### src/rtl/mem_access_ctrl_pkg.sv
// Shared constants for the cartridge SRAM access controller: FSM encoding,
// default bus widths and synchroniser depth.
package mem_access_ctrl_pkg;

    localparam int AWIDTH_DEF = 21;
    localparam int DWIDTH_DEF = 8;
    localparam int SYNC_DEPTH = 2;

    localparam logic [2:0] ST_IDLE       = 3'd0;
    localparam logic [2:0] ST_SNES       = 3'd1;
    localparam logic [2:0] ST_MCU_SETUP  = 3'd2;
    localparam logic [2:0] ST_MCU_ACCESS = 3'd3;
    localparam logic [2:0] ST_MCU_DONE   = 3'd4;
    localparam logic [2:0] ST_ABORT      = 3'd5;

endpackage

### src/rtl/mem_access_ctrl_sync2.sv
// Multi-flop synchroniser for a single asynchronous MCU pin; the reset value
// is chosen per pin so that idle-high signals do not glitch out of reset.
module mem_access_ctrl_sync2
    import mem_access_ctrl_pkg::*;
#(
    parameter logic RST_VAL = 1'b0
) (
    input  logic clk,
    input  logic rst,
    input  logic d_i,
    output logic q_o
);

    logic [SYNC_DEPTH-1:0] ff_q;

    always_ff @(posedge clk or posedge rst) begin
        if (rst) begin
            ff_q <= {SYNC_DEPTH{RST_VAL}};
        end else begin
            ff_q <= {ff_q[SYNC_DEPTH-2:0], d_i};
        end
    end

    assign q_o = ff_q[SYNC_DEPTH-1];

endmodule

### src/rtl/mem_access_ctrl.sv
// Arbitrates the shared cartridge SRAM between the SNES bus (always first)
// and an MCU that loads an address serially and issues single-byte accesses.
module mem_access_ctrl
    import mem_access_ctrl_pkg::*;
#(
    parameter int AWIDTH     = AWIDTH_DEF,
    parameter int DWIDTH     = DWIDTH_DEF,
    parameter int ACC_CYCLES = 2
) (
    input  logic              clk,
    input  logic              rst,
    input  logic              mcu_sclk,
    input  logic              mcu_sdi,
    input  logic              mcu_en_n,
    input  logic              mcu_req,
    input  logic              mcu_we,
    input  logic              mcu_inc_n,
    input  logic [DWIDTH-1:0] mcu_wdata,
    output logic [DWIDTH-1:0] mcu_rdata,
    output logic              mcu_busy,
    input  logic              snes_cs_n,
    input  logic              snes_rd_n,
    input  logic              snes_wr_n,
    input  logic [AWIDTH-1:0] snes_addr,
    output logic [AWIDTH-1:0] sram_addr,
    output logic              sram_ce_n,
    output logic              sram_oe_n,
    output logic              sram_we_n,
    output logic [DWIDTH-1:0] sram_dout,
    output logic              sram_dout_en,
    input  logic [DWIDTH-1:0] sram_din,
    output logic [7:0]        debug
);

    localparam int CW = (ACC_CYCLES > 1) ? $clog2(ACC_CYCLES) : 1;

    logic sclk_s, sdi_s, en_n_s, req_s, inc_n_s;

    mem_access_ctrl_sync2 #(.RST_VAL(1'b0)) u_sync_sclk (
        .clk(clk), .rst(rst), .d_i(mcu_sclk), .q_o(sclk_s));
    mem_access_ctrl_sync2 #(.RST_VAL(1'b0)) u_sync_sdi (
        .clk(clk), .rst(rst), .d_i(mcu_sdi), .q_o(sdi_s));
    mem_access_ctrl_sync2 #(.RST_VAL(1'b1)) u_sync_en_n (
        .clk(clk), .rst(rst), .d_i(mcu_en_n), .q_o(en_n_s));
    mem_access_ctrl_sync2 #(.RST_VAL(1'b0)) u_sync_req (
        .clk(clk), .rst(rst), .d_i(mcu_req), .q_o(req_s));
    mem_access_ctrl_sync2 #(.RST_VAL(1'b1)) u_sync_inc_n (
        .clk(clk), .rst(rst), .d_i(mcu_inc_n), .q_o(inc_n_s));

    logic [2:0]        state_q, state_d;
    logic [CW-1:0]     cnt_q, cnt_d;
    logic [AWIDTH-1:0] addr_q, addr_d;
    logic [DWIDTH-1:0] rdata_q, rdata_d;
    logic [DWIDTH-1:0] wdata_q, wdata_d;
    logic              busy_q, busy_d;
    logic              pending_q, pending_d;
    logic              we_q, we_d;
    logic              sclk_prev_q, req_prev_q;

    logic shift_fire, req_fire, snes_active, acc_last;

    // Request handshake: a synchronised rising edge of mcu_req is accepted only
    // while busy is low; busy then stays high until the access completes.
    assign shift_fire  = sclk_s & ~sclk_prev_q & ~en_n_s & ~busy_q;
    assign req_fire    = req_s & ~req_prev_q & ~busy_q;
    assign snes_active = ~snes_cs_n & (~snes_rd_n | ~snes_wr_n);
    assign acc_last    = (cnt_q == CW'(ACC_CYCLES - 1));

    always_comb begin
        state_d   = state_q;
        cnt_d     = cnt_q;
        addr_d    = addr_q;
        rdata_d   = rdata_q;
        wdata_d   = wdata_q;
        busy_d    = busy_q;
        pending_d = pending_q;
        we_d      = we_q;

        if (shift_fire) begin
            addr_d = {addr_q[AWIDTH-2:0], sdi_s};
        end
        if (req_fire) begin
            we_d      = mcu_we;
            wdata_d   = mcu_wdata;
            pending_d = 1'b1;
            busy_d    = 1'b1;
        end

        case (state_q)
            ST_IDLE: begin
                // A request latched this very cycle may start at once, but the
                // SNES still wins a same-cycle tie.
                if (snes_active) begin
                    state_d = ST_SNES;
                end else if (pending_q || req_fire) begin
                    state_d = ST_MCU_SETUP;
                end
            end
            ST_SNES: begin
                if (!snes_active) begin
                    state_d = ST_IDLE;
                end
            end
            ST_MCU_SETUP: begin
                cnt_d = '0;
                if (snes_active) begin
                    state_d = ST_ABORT;
                end else begin
                    state_d = ST_MCU_ACCESS;
                end
            end
            ST_MCU_ACCESS: begin
                if (snes_active) begin
                    state_d = ST_ABORT;
                end else if (acc_last) begin
                    if (!we_q) begin
                        rdata_d = sram_din;
                    end
                    state_d = ST_MCU_DONE;
                end else begin
                    cnt_d = cnt_q + CW'(1);
                end
            end
            ST_MCU_DONE: begin
                pending_d = 1'b0;
                busy_d    = 1'b0;
                if (!inc_n_s) begin
                    addr_d = addr_q + AWIDTH'(1);
                end
                state_d = ST_IDLE;
            end
            ST_ABORT: begin
                state_d = ST_IDLE;
            end
            default: begin
                state_d = ST_IDLE;
            end
        endcase
    end

    always_ff @(posedge clk or posedge rst) begin
        if (rst) begin
            state_q     <= ST_IDLE;
            cnt_q       <= '0;
            addr_q      <= '0;
            rdata_q     <= '0;
            wdata_q     <= '0;
            busy_q      <= 1'b0;
            pending_q   <= 1'b0;
            we_q        <= 1'b0;
            sclk_prev_q <= 1'b0;
            req_prev_q  <= 1'b0;
        end else begin
            state_q     <= state_d;
            cnt_q       <= cnt_d;
            addr_q      <= addr_d;
            rdata_q     <= rdata_d;
            wdata_q     <= wdata_d;
            busy_q      <= busy_d;
            pending_q   <= pending_d;
            we_q        <= we_d;
            sclk_prev_q <= sclk_s;
            req_prev_q  <= req_s;
        end
    end

    // SRAM pins decode straight from the state register so reset releases
    // every strobe without waiting for a clock.
    always_comb begin
        sram_addr    = addr_q;
        sram_ce_n    = 1'b1;
        sram_oe_n    = 1'b1;
        sram_we_n    = 1'b1;
        sram_dout_en = 1'b0;
        case (state_q)
            ST_SNES: begin
                sram_addr = snes_addr;
                sram_ce_n = 1'b0;
                sram_oe_n = snes_rd_n;
                sram_we_n = snes_wr_n;
            end
            ST_MCU_SETUP: begin
                sram_ce_n    = 1'b0;
                sram_dout_en = we_q;
            end
            ST_MCU_ACCESS: begin
                sram_ce_n    = 1'b0;
                sram_oe_n    = we_q;
                sram_we_n    = ~we_q;
                sram_dout_en = we_q;
            end
            ST_MCU_DONE: begin
                sram_ce_n    = 1'b0;
                sram_dout_en = we_q;
            end
            default: begin
                sram_addr = addr_q;
            end
        endcase
    end

    assign sram_dout = wdata_q;
    assign mcu_rdata = rdata_q;
    assign mcu_busy  = busy_q;
    assign debug     = {state_q, busy_q, pending_q, addr_q[2:0]};

endmodule

### config.mk
export PLATFORM = sky130hd
export DESIGN_NAME = mem_access_ctrl
export DESIGN_NICKNAME = d
export VERILOG_FILES = /design/src/rtl/mem_access_ctrl_pkg.sv /design/src/rtl/mem_access_ctrl_sync2.sv /design/src/rtl/mem_access_ctrl.sv
export SDC_FILE = /design/constraint.sdc
export NUM_CORES = 1
export LEC_CHECK = 0
export BUFFER_PORTS_ARGS = -buffer_cell sky130_fd_sc_hd__buf_4
export CORE_MARGIN = 2
export CORE_UTILIZATION = 54
export CTS_CLUSTER_SIZE = 12
export DETAILED_ROUTE_END_ITERATION = 8
export GPL_TIMING_DRIVEN = 0
export PLACE_DENSITY = 0.86
export RECOVER_POWER = 50
export SLEW_MARGIN = 10
export SYNTH_ARGS = -nofsm -noshare
export SYNTH_HDL_FRONTEND = slang
export SYNTH_SLANG_ARGS = --single-unit
### constraint.sdc
create_clock -name clk -period 3.7 [get_ports clk]
set_clock_uncertainty 0.1 [all_clocks]
set_input_delay 0.555 -clock clk [delete_from_list [all_inputs] [get_ports clk]]
set_output_delay 0.555 -clock clk [all_outputs]
set_load 0.1 [all_outputs]
==> flow_summary.ini <==
[run_status]
outcome = complete, no violations

[logic_synthesis]
ys_seq_area_frac = 0.496
synth-xor-area-share = 0.00315
synthArstFlopShare = 1.00
synthSimpleGateAreaFrac = 0.183
synth_cells = 257
yosys.area.top_type = dfrtp_1
yosysTopAreaCellShare = 0.459
synth_mux_area_frac = 0.161
yosysWarnings = 0
synthDistinctLibCells = 47
synthFlopType = dfrtp_1
synth_edf_count = 0
ys_ff_latch = 55
synth_top_family_by_area = simple AND/OR/NAND/NOR gates
synth_compound_area_frac = 0.108
synthAdderAreaFrac = 0.00450
syn_area_um2 = 2780
syn_avg_cell_area_um2 = 10.8
synth_area_leaders = dfrtp_1, mux2_2, a21oi_1
syn_nets = 306

[clocking]
clock_path_buffers = 2
hold_buffers = 0
clk_pin_slew_ns = 0.10
cts_root_buf = clkbuf_8
h-tree-depth = 2
cts_tree = done
cts_buffers = 5
clk_latency_ns = 0.31
post_cts_buffers = 0
cts_resized = 0
cts_sinks = 55

[worst_setup_path]
critPathKind = reg2out
critPathMaxFanout = 10
startpoint_type = register
critPathRequiredTime_ns = 3.04
cp.arrival_ns = 2.54
crit_path_end_kind = output pin
cp_top_family = buffers and inverters
reg2reg_slack_ns = 1.32
cpMostUsedCell = nor2b_1
crit_chain = nor2b_1 -> nor2b_1 -> clkbuf_1 -> mux2_2 -> buf_4
crit_path_top_delay_cell = dfrtp_1
slowest_delay_ns = 0.52
cp_num_buf_inv = 2

[global_routing]
grt_antenna_before_repair = 0
overflow = 0
track_usage = 0.224
grt_pass1_wl_um = 9920
grt_pass1_vias = 2272
grt_max_degree = 30

[timing]
rsz0062_at_grt = false
max_slew_margin = 0.0531
min_period_ns = 3.20
drv_slew = 0
fin_crit_sh = 0.864
max_freq_mhz = 313
setup-violations-final = 0
worstMarginPinSlew_ns = 1.42
hold_violations = 0
setup_tns_ns = 0

[drt]
met2WireLength_um = 3260
drt-met1-wl_um = 2550
via_per_inst = 5.61
dr_wl_met3_um = 471
drtIter0Drc = 151
ant_nets = 0
drc = 0
avgRoutedWirePerCell_um = 14.7
vias = 2431
totalWireLength_um = 6380
first_pass_iters = 4
highest_layer = met4

[layout]
fin_cells = 433
area_growth_pct = 32.2
nets = 411
drive_above_1_share = 0.433
layout.cells.most_common = buf_4
num_antenna_cells = 0
layout_common_cells = buf_4, dfrtp_1, mux2_2

[floorplanning]
num_rows = 26
fp.dieH_um = 75.8
die_x_um = 75.8
die_area_um2 = 5740
coreArea_um2 = 5040
pin_count = 98
initial_core_util = 0.552

[place]
post-dp-hpwl_um = 4790
io_buffers = 97
globalplace.congestion = 0.895
placed_cells = 425

[hold_path]
hold_path_class = in2reg

[job]
max_cap_viol_count = 0
[registers in the layout, summed over array words and instances (netlist names)]
name,flops
u_sync_sclk.ff_q,2
mcu_rdata,8
u_sync_inc_n.ff_q,2
acc_last,1
u_sync_req.ff_q,2
u_sync_en_n.ff_q,2
u_sync_sdi.ff_q,2
sclk_prev_q,1
addr_q,21
we_q,1
req_prev_q,1
state_q,3
sram_dout,8
pending_q,1
[cell type report]
class / instances / area [um^2]
Buffer: 16 / 91.3
Tap cell: 70 / 87.6
Fill cell: 371 / 1360
Clock buffer: 5 / 68.8
Sequential cell: 55 / 1380
Multi-Input combinational cell: 180 / 1280
Clock inverter: 3 / 46.3
Timing Repair Buffer: 98 / 702
Inverter: 6 / 22.5
[synth_stat cells (all sizes together), types with 2 or more instances]
master / instances
o21ai: 6
nor4b: 2
o211ai: 3
dfrtp: 51
nor3: 15
or4b: 2
nor2: 13
nor2b: 2
nand2b: 2
mux2i: 3
clkbuf: 4
nor4: 6
or4: 3
mux2: 37
nand4: 3
nand3: 7
dfstp: 4
a21oi: 21
buf: 12
or3: 4
a311oi: 2
o22ai: 5
inv: 6
a211oi: 5
nand2: 27
[kinds of logic (layout without fill, tap and decap cells)]
kind of cell / after synthesis / after routing
compound gates: 49 / 49
xor+xnor: 1 / 1
fa+ha+maj: 1 / 1
buf+inv: 22 / 128
flops: 55 / 55
mux: 40 / 40
simple gates: 89 / 89
[per-layer routing]
layer / up-vias / global-route usage
li1: 1145 / -
met1: 1160 / 0.261
met2: 110 / 0.401
met3: 16 / 0.0595
met4: 0 / 0.0721
met5: - / 0
[per-stage QoR]
step	hold slack (ns)	worst slack (ns)	cell area, um^2	util
global placement	0.233	0.846	3600	0.714
CTS	0.233	0.462	3730	0.740
global route	0.237	0.255	3680	0.730
finish	0.255	0.505	3680	0.730
floorplan	0.231	-0.00811	2780	-
detailed placement	0.236	0.805	3620	0.718
[final timing paths]
path | cells past startpoint | startpoint | endpoint
worst max-delay path | 5 | state_q[0] | sram_addr[6]
worst min-delay path | 1 | mcu_en_n | u_sync_en_n.ff_q[0]
worst max register to register | 7 | state_q[1] | addr_q[9]
worst min register to register | 0 | u_sync_req.ff_q[0] | u_sync_req.ff_q[1]
max in group asynchronous | 3 | rst | state_q[0]
min in group asynchronous | 2 | rst | mcu_rdata[5]
Power is left out: the tool's default activity adds up to more than one toggle a clock period on the data nets, which glitch-free logic cannot reach.
